[src/rtl/spi_req_arbiter_pkg.sv]
// Shared types and field widths for the SPI request arbiter and its bus interface.
package spi_arb_pkg;

  localparam int ADDR_W = 4;
  localparam int DATA_W = 8;
  localparam int CSEL_W = 3;

  typedef enum logic [1:0] {
    ST_IDLE      = 2'd0,
    ST_WAIT_BUSY = 2'd1,
    ST_XFER      = 2'd2,
    ST_DONE      = 2'd3
  } state_t;

endpackage

[src/rtl/spi_req_arbiter_if.sv]
// Requester-side and SPI-master-side signals of the arbiter, bundled as one interface.
interface spi_req_arbiter_if
  import spi_arb_pkg::*;
#(
  parameter int NREQ = 4
);

  logic [NREQ-1:0]        req;
  logic [NREQ*ADDR_W-1:0] req_addr;
  logic [NREQ*DATA_W-1:0] req_wdata;
  logic [NREQ*CSEL_W-1:0] req_clk_sel;
  logic [NREQ-1:0]        req_cpol;
  logic [NREQ-1:0]        gnt;
  logic [NREQ-1:0]        done;
  logic [NREQ-1:0]        err;
  logic [DATA_W-1:0]      rdata;

  logic                   m_start_n;
  logic [ADDR_W-1:0]      m_addr;
  logic [DATA_W-1:0]      m_wdata;
  logic [CSEL_W-1:0]      m_clk_sel;
  logic                   m_cpol;
  logic                   m_busy;
  logic [DATA_W-1:0]      m_rdata;

  modport master (
    input  req, req_addr, req_wdata, req_clk_sel, req_cpol, m_busy, m_rdata,
    output gnt, done, err, rdata, m_start_n, m_addr, m_wdata, m_clk_sel, m_cpol
  );

  modport slave (
    output req, req_addr, req_wdata, req_clk_sel, req_cpol, m_busy, m_rdata,
    input  gnt, done, err, rdata, m_start_n, m_addr, m_wdata, m_clk_sel, m_cpol
  );

endinterface

[src/rtl/spi_req_arbiter_rr_pick.sv]
// Combinational round-robin picker: first set request at or above ptr, wrapping.
module rr_pick #(
  parameter int NREQ = 4,
  parameter int IW   = 2
) (
  input  logic [NREQ-1:0] req,
  input  logic [IW-1:0]   ptr,
  output logic [NREQ-1:0] win_oh,
  output logic [IW-1:0]   win_idx,
  output logic            any
);

  logic [NREQ-1:0] rot;
  int              off;
  int              sum;

  // Rotate so ptr lands at bit 0, take the lowest set bit, then rotate back.
  always_comb begin
    rot = NREQ'({req, req} >> ptr);
    any = |req;
    off = 0;
    for (int k = NREQ - 1; k >= 0; k--) begin
      if (rot[k]) off = k;
    end
    sum = off + int'(ptr);
    if (sum >= NREQ) sum = sum - NREQ;
    win_idx = IW'(sum);
    win_oh  = any ? (NREQ'(1) << sum) : '0;
  end

endmodule

[src/rtl/spi_req_arbiter.sv]
// Shares one SPI byte master among NREQ requesters: round-robin grant, start/busy
// handshake with timeout, and a per-requester done or err pulse.
module spi_req_arbiter
  import spi_arb_pkg::*;
#(
  parameter int NREQ    = 4,
  parameter int TIMEOUT = 1023,
  parameter int TW      = 10
) (
  input logic              clk,
  input logic              rst,
  spi_req_arbiter_if.master bus
);

  localparam int IW = (NREQ > 1) ? $clog2(NREQ) : 1;
  localparam logic [TW-1:0] TMO = TW'(TIMEOUT);

  state_t            state, state_d;
  logic [IW-1:0]     ptr, ptr_d, widx, widx_d;
  logic [NREQ-1:0]   gnt_q, gnt_d, done_q, done_d, err_q, err_d;
  logic [DATA_W-1:0] rdata_q, rdata_d;
  logic              start_n_q, start_n_d;
  logic [ADDR_W-1:0] addr_q, addr_d;
  logic [DATA_W-1:0] wdata_q, wdata_d;
  logic [CSEL_W-1:0] csel_q, csel_d;
  logic              cpol_q, cpol_d;
  logic [TW-1:0]     cnt, cnt_d;
  logic              busy_p0, busy_s;

  logic [NREQ-1:0]   pick_oh;
  logic [IW-1:0]     pick_idx;
  logic              pick_any;

  rr_pick #(.NREQ(NREQ), .IW(IW)) u_pick (
    .req     (bus.req),
    .ptr     (ptr),
    .win_oh  (pick_oh),
    .win_idx (pick_idx),
    .any     (pick_any)
  );

  always_comb begin
    state_d   = state;
    ptr_d     = ptr;
    widx_d    = widx;
    gnt_d     = gnt_q;
    done_d    = '0;
    err_d     = '0;
    rdata_d   = rdata_q;
    start_n_d = start_n_q;
    addr_d    = addr_q;
    wdata_d   = wdata_q;
    csel_d    = csel_q;
    cpol_d    = cpol_q;
    cnt_d     = cnt;
    unique case (state)
      ST_IDLE: begin
        if (pick_any) begin
          state_d   = ST_WAIT_BUSY;
          widx_d    = pick_idx;
          gnt_d     = pick_oh;
          addr_d    = bus.req_addr[pick_idx*ADDR_W +: ADDR_W];
          wdata_d   = bus.req_wdata[pick_idx*DATA_W +: DATA_W];
          csel_d    = bus.req_clk_sel[pick_idx*CSEL_W +: CSEL_W];
          cpol_d    = bus.req_cpol[pick_idx];
          start_n_d = 1'b0;
          cnt_d     = '0;
        end
      end
      // Start is a level: the master samples it on its slow SCK, so hold until busy is seen.
      ST_WAIT_BUSY: begin
        if (busy_s) begin
          start_n_d = 1'b1;
          cnt_d     = '0;
          state_d   = ST_XFER;
        end else if (cnt == TMO) begin
          start_n_d = 1'b1;
          err_d     = gnt_q;
          state_d   = ST_DONE;
        end else begin
          cnt_d = cnt + 1'b1;
        end
      end
      ST_XFER: begin
        if (!busy_s) begin
          rdata_d = bus.m_rdata;
          done_d  = gnt_q;
          state_d = ST_DONE;
        end else if (cnt == TMO) begin
          err_d   = gnt_q;
          state_d = ST_DONE;
        end else begin
          cnt_d = cnt + 1'b1;
        end
      end
      ST_DONE: begin
        gnt_d     = '0;
        start_n_d = 1'b1;
        ptr_d     = (widx == IW'(NREQ - 1)) ? '0 : widx + 1'b1;
        state_d   = ST_IDLE;
      end
      default: state_d = ST_IDLE;
    endcase
  end

  always_ff @(posedge clk or negedge rst) begin
    if (!rst) begin
      state     <= ST_IDLE;
      ptr       <= '0;
      widx      <= '0;
      gnt_q     <= '0;
      done_q    <= '0;
      err_q     <= '0;
      rdata_q   <= '0;
      start_n_q <= 1'b1;
      addr_q    <= '0;
      wdata_q   <= '0;
      csel_q    <= '0;
      cpol_q    <= 1'b0;
      cnt       <= '0;
      busy_p0   <= 1'b0;
      busy_s    <= 1'b0;
    end else begin
      state     <= state_d;
      ptr       <= ptr_d;
      widx      <= widx_d;
      gnt_q     <= gnt_d;
      done_q    <= done_d;
      err_q     <= err_d;
      rdata_q   <= rdata_d;
      start_n_q <= start_n_d;
      addr_q    <= addr_d;
      wdata_q   <= wdata_d;
      csel_q    <= csel_d;
      cpol_q    <= cpol_d;
      cnt       <= cnt_d;
      busy_p0   <= bus.m_busy;
      busy_s    <= busy_p0;
    end
  end

  assign bus.gnt       = gnt_q;
  assign bus.done      = done_q;
  assign bus.err       = err_q;
  assign bus.rdata     = rdata_q;
  assign bus.m_start_n = start_n_q;
  assign bus.m_addr    = addr_q;
  assign bus.m_wdata   = wdata_q;
  assign bus.m_clk_sel = csel_q;
  assign bus.m_cpol    = cpol_q;

endmodule

[src/flat_wrapper.sv]
// flat-port wrapper written by rule: the top's interface ports become plain ports
module spi_req_arbiter_flat import spi_arb_pkg::*;
#(
  parameter int NREQ    = 4,
  parameter int TIMEOUT = 1023,
  parameter int TW      = 10
)
  (clk, rst, bus_req, bus_req_addr, bus_req_wdata, bus_req_clk_sel, bus_req_cpol, bus_m_busy, bus_m_rdata, bus_gnt, bus_done, bus_err, bus_rdata, bus_m_start_n, bus_m_addr, bus_m_wdata, bus_m_clk_sel, bus_m_cpol);
  spi_req_arbiter_if #(.NREQ(NREQ)) bus_i ();
  input logic clk;
  input logic rst;
  input wire logic [$bits(bus_i.req)-1:0] bus_req;
  input wire logic [$bits(bus_i.req_addr)-1:0] bus_req_addr;
  input wire logic [$bits(bus_i.req_wdata)-1:0] bus_req_wdata;
  input wire logic [$bits(bus_i.req_clk_sel)-1:0] bus_req_clk_sel;
  input wire logic [$bits(bus_i.req_cpol)-1:0] bus_req_cpol;
  input wire logic [$bits(bus_i.m_busy)-1:0] bus_m_busy;
  input wire logic [$bits(bus_i.m_rdata)-1:0] bus_m_rdata;
  output wire logic [$bits(bus_i.gnt)-1:0] bus_gnt;
  output wire logic [$bits(bus_i.done)-1:0] bus_done;
  output wire logic [$bits(bus_i.err)-1:0] bus_err;
  output wire logic [$bits(bus_i.rdata)-1:0] bus_rdata;
  output wire logic [$bits(bus_i.m_start_n)-1:0] bus_m_start_n;
  output wire logic [$bits(bus_i.m_addr)-1:0] bus_m_addr;
  output wire logic [$bits(bus_i.m_wdata)-1:0] bus_m_wdata;
  output wire logic [$bits(bus_i.m_clk_sel)-1:0] bus_m_clk_sel;
  output wire logic [$bits(bus_i.m_cpol)-1:0] bus_m_cpol;
  assign bus_i.req = bus_req;
  assign bus_i.req_addr = bus_req_addr;
  assign bus_i.req_wdata = bus_req_wdata;
  assign bus_i.req_clk_sel = bus_req_clk_sel;
  assign bus_i.req_cpol = bus_req_cpol;
  assign bus_i.m_busy = bus_m_busy;
  assign bus_i.m_rdata = bus_m_rdata;
  assign bus_gnt = bus_i.gnt;
  assign bus_done = bus_i.done;
  assign bus_err = bus_i.err;
  assign bus_rdata = bus_i.rdata;
  assign bus_m_start_n = bus_i.m_start_n;
  assign bus_m_addr = bus_i.m_addr;
  assign bus_m_wdata = bus_i.m_wdata;
  assign bus_m_clk_sel = bus_i.m_clk_sel;
  assign bus_m_cpol = bus_i.m_cpol;
  spi_req_arbiter #(.NREQ(NREQ), .TIMEOUT(TIMEOUT), .TW(TW)) u_core (.clk(clk), .rst(rst), .bus(bus_i));
endmodule
[config.mk]
export PLATFORM = sky130hd
export DESIGN_NAME = spi_req_arbiter_flat
export DESIGN_NICKNAME = d
export VERILOG_FILES = /design/src/rtl/spi_req_arbiter_pkg.sv /design/src/rtl/spi_req_arbiter_if.sv /design/src/rtl/spi_req_arbiter_rr_pick.sv /design/src/rtl/spi_req_arbiter.sv /design/src/flat_wrapper.sv
export SDC_FILE = /design/constraint.sdc
export NUM_CORES = 1
export LEC_CHECK = 0
export CORE_MARGIN = 5
export CORE_UTILIZATION = 49
export CTS_BUF_LIST = sky130_fd_sc_hd__clkbuf_2
export CTS_CLUSTER_DIAMETER = 100
export DETAILED_ROUTE_END_ITERATION = 7
export PLACE_DENSITY = 0.95
export SKIP_LAST_GASP = 1
export SYNTH_ARGS = -nofsm -noshare
export SYNTH_HDL_FRONTEND = slang
export SYNTH_SLANG_ARGS = --single-unit
[constraint.sdc]
create_clock -name clk -period 4 [get_ports clk]
set_input_delay 1.2 -clock clk [delete_from_list [all_inputs] [get_ports clk]]
set_output_delay 1.2 -clock clk [all_outputs]
set_load 0.01 [all_outputs]
==> results of run 1 <==
-- cell usage in the layout (no fill, tap or decap), drive strengths merged, types with 12 or more instances in the layout --
cell,instances
buf,12
nand2,28
mux2,12
o31ai,16
nor2,14
nor2b,35
clkdlybuf4s50,114
dfrtp,54
a221oi,16
a2111oi,17
-- power groups by stage --
stage / Clock [mW] / Sequential [mW] / Combinational (mW)
floorplan: 0 / 0.919 / 1.14
global placement: 0 / 0.894 / 1.79
detailed placement: 0 / 0.902 / 1.87
CTS: 0.292 / 0.890 / 1.88
global route: 0.318 / 0.913 / 2.06
finish: 0.288 / 0.889 / 1.89
-- state kept, by name, indices dropped and copies added (netlist names) --
| register | flops |
|---|---|
| u_core.bus.done | 4 |
| u_core.bus.err | 4 |
| u_core.bus.gnt | 4 |
| u_core.bus.m_addr | 4 |
| u_core.bus.m_clk_sel | 3 |
| u_core.bus.m_cpol | 1 |
| u_core.bus.m_start_n | 1 |
| u_core.bus.m_wdata | 8 |
| u_core.bus.rdata | 8 |
| u_core.busy_p0 | 1 |
| u_core.busy_s | 1 |
| u_core.cnt | 10 |
| u_core.ptr | 2 |
| u_core.state | 2 |
| u_core.widx | 2 |
-- how the worst max path moves through the flow --
stage	start	end	slack (ps)	cells after the start
after floorplan	bus_req[3]	u_core.bus.m_clk_sel[0]$_DFFE_PN0P_	960	10
after detailed placement	bus_req[3]	u_core.bus.m_wdata[1]$_DFFE_PN0P_	-20	10
after global placement	bus_req[0]	u_core.bus.m_addr[3]$_DFFE_PN0P_	180	11
after global routing	bus_req[3]	u_core.bus.m_clk_sel[1]$_DFFE_PN0P_	190	10
after CTS	bus_req[3]	u_core.bus.m_wdata[4]$_DFFE_PN0P_	480	10
final	bus_req[3]	u_core.bus.m_wdata[1]$_DFFE_PN0P_	420	10
-- metrics by stage --
stage / utilization, % / setup TNS, ps / setup WS, ps / cell area (um2)
3_5_place_dp: 69.6 / -54.7 / -22.1 / 4340
4_1_cts: 70.7 / 0 / 476 / 4410
2_1_floorplan: - / 0 / 961 / 3100
5_1_grt: 70.7 / 0 / 192 / 4410
6_report: 70.7 / 0 / 417 / 4410
3_3_place_gp: 69.6 / 0 / 179 / 4340
-- kinds of logic after synthesis --
family | after synthesis
xor+xnor | 9
fa+ha+maj | 8
simple gates | 115
compound gates | 84
flops | 55
buf+inv | 26
mux | 12
-- synth_stat cells (2+ instances only) --
| cell | instances | area share, % |
|---|---|---|
| a2111oi_0 | 17 | 4.8 |
| a21oi_1 | 9 | 1.5 |
| a221oi_1 | 16 | 4.5 |
| a22o_1 | 2 | 0.57 |
| a31oi_1 | 2 | 0.40 |
| a32o_1 | 2 | 0.65 |
| a41oi_1 | 2 | 0.57 |
| and2_1 | 10 | 2.0 |
| and3_1 | 4 | 0.81 |
| buf_1 | 3 | 0.36 |
| buf_2 | 4 | 0.65 |
| clkbuf_1 | 13 | 1.6 |
| dfrtp_1 | 54 | 44 |
| ha_1 | 8 | 3.2 |
| inv_1 | 4 | 0.48 |
| mux2_2 | 12 | 4.4 |
| nand2_1 | 28 | 3.4 |
| nand2b_1 | 4 | 0.81 |
| nand3_1 | 6 | 0.97 |
| nand4_1 | 4 | 0.81 |
| nor2_1 | 14 | 1.7 |
| nor2b_1 | 35 | 7.1 |
| nor3_1 | 4 | 0.65 |
| o21ai_0 | 6 | 0.97 |
| o21bai_1 | 2 | 0.48 |
| o31ai_1 | 16 | 3.9 |
| xor2_1 | 8 | 2.3 |
-- worst register-to-register path, stage by stage, from the launching register on --
cell and delay (ps):
dfrtp_1 580, o311ai_0 350, o21ai_0 160, o221ai_1 110, ha_2 230, xor2_1 250, nand3_2 380, a221oi_1 430
o31ai_1 130
-- per-layer routing --
layer / wire length (um) / global-route usage, %
met1: 3210 / 24.4
met2: 4310 / 37.6
met3: 863 / 6.18
met4: 95 / 6.77
met5: 0 / 0
-- final cells by class --
cell class | count | area [um2]
Fill cell | 476 | 1830
Multi-Input combinational cell | 228 | 1610
Sequential cell | 55 | 1380
Timing Repair Buffer | 126 | 1240
Tap cell | 77 | 96.3
Clock inverter | 2 | 38.8
Clock buffer | 6 | 30.0
Inverter | 4 | 15.0
==> metrics.txt, run 1 <==
DR WL/cell=17.0 um; Max-Cap Viols=0; Worst R2R Start=u_core.ptr[0]$_DFFE_PN0P_; Reg power frac=between 20% and 30%; hold slack=397 ps; WP data required=4350 ps; Clock power frac=9.4%; adder-cell share of the synthesized area=3.23%; Cells after Synth=309; routability cong.=0.848; largest net degree at the start of global routing=51; worst reg2reg setup slack=between 1000 and 1500 ps; vias in the first global route=2921; slowest cell delay on critical path=just under 600 ps; RSZ-0062 raised after global routing=no; relative slew slack=28.5%; Via density=5.85; hold path start=u_core.busy_p0$_DFF_PN0_; count of cell types in the netlist=47; placed cell count=490; clock-pin slew on the worst setup and hold paths=270 ps; PnR Total Power=3.06 mW; Sink Count=55; end of the worst register-to-register path=u_core.bus.m_wdata[1]$_DFFE_PN0P_; Crit-path slowest cell=clkdlybuf4s50_1; post-CTS sizing=0; Clock Tree Buf Depth=2; Max Freq=0.279 GHz; first-pass GRT wire length=approximately 13000 um; Synth Area in Compound Gates=21.8%; # diodes=0; non-filler instance count after layout=498; CP bufs+invs=2; Core Rows=29; hpwl dp=6560 um; final WL=8480 um; CTS Buf Count=5; Total GRT Usage=21.2%; Post-Syn Nets=396; Die Footprint=8020 um2; Final Critical Period=3580 ps; VDD IR-drop max=a little over 0.4 mV; synth warn=0; Iter 0 DRT Violations=161; leakage power=1.81 nW; Main synth FF type=dfrtp_1; number of synthesized register bits=55; initial core utilization=a little under 50%; htree depth=2; Post-synth EDFFs=0; Tightest Hold Check Type=flip-flop to flip-flop; Core Region=approximately 6200 um2; R2R cell count=8; share of post-route cells with drive strength above 1=between 10% and 20%; Worst Path Arrival=3930 ps; sw frac=43.1%; syn_area_per_cell=between 10 and 15 um2; die width=89.5 um; xor/xnor share of the synthesized area=~2.5%; period utilization=about nine tenths; CP Max Fanout=17; Port Buffer Count=115; ys async rst share=100%; post-CTS setup buffers=0; worst hold endpoint=u_core.busy_s$_DFF_PN0_; via count=2915; Clock Latency Late Sink=between 400 and 500 ps; register area share after synthesis=44.4%; total grt overflow=0; Worst Skew=32.2 ps; drt first pass iters=5; Setup CP Type=input pin to flip-flop; # DRC=0; Psw=1.32 mW; Worst Hold Path Cells=0; Ports=approximately 120; Power Internal=1.74 mW; hold_buf cts=0; Final ANT Viol Nets=0; largest family of logic cells by synthesized area=compound AO/OA/AOI/OAI gates; Comb pwr share=61.6%; final-report hold violation count=0; initial antenna violation count=0; status=completed; crit-path cells=clkdlybuf4s50_1 -> inv_1 -> o311ai_0 -> o21ai_0 -> o221ai_1 -> ha_2 -> xor2_1 -> nand3_2 -> a221oi_1 -> o31ai_1; Crit. End Element=flip-flop; clock root buffer=clkbuf_2; die extent in y=89.5 um; kind of cell adding the most delay to the critical path=compound AO/OA/AOI/OAI gates; Synth Area in Simple Gates=20.0%; Mapped Area=3100 um2; worst slew pin tran=1070 ps; area grow syn2layout=42.3%; TritonCTS clock tree=built; mux contribution to synthesized area=under 10%; crit path launch type=input pin; Slew Limit Fails=0; Final setup viols=0; Power Dens Cells=695 nW/um2; Final nets=507
Note: power is estimated with default switching activity, not from simulation.
==> run 2: changes to the inputs <==
--- a/config.mk
+++ b/config.mk
@@ -5,6 +5,7 @@
 export SDC_FILE = /design/constraint.sdc
 export NUM_CORES = 1
 export LEC_CHECK = 0
+export CAP_MARGIN = 5
 export CORE_MARGIN = 5
 export CORE_UTILIZATION = 49
 export CTS_BUF_LIST = sky130_fd_sc_hd__clkbuf_2
==> results of run 2 <==
No change in the layout: final DEF, timing and power equal those of run 1.
==> run 3: changes to the inputs <==
--- a/config.mk
+++ b/config.mk
@@ -16,3 +16,4 @@
 export SYNTH_ARGS = -nofsm -noshare
 export SYNTH_HDL_FRONTEND = slang
 export SYNTH_SLANG_ARGS = --single-unit
+export TNS_END_PERCENT = 10
==> results of run 3 <==
No change in the layout: final DEF, timing and power equal those of run 1.
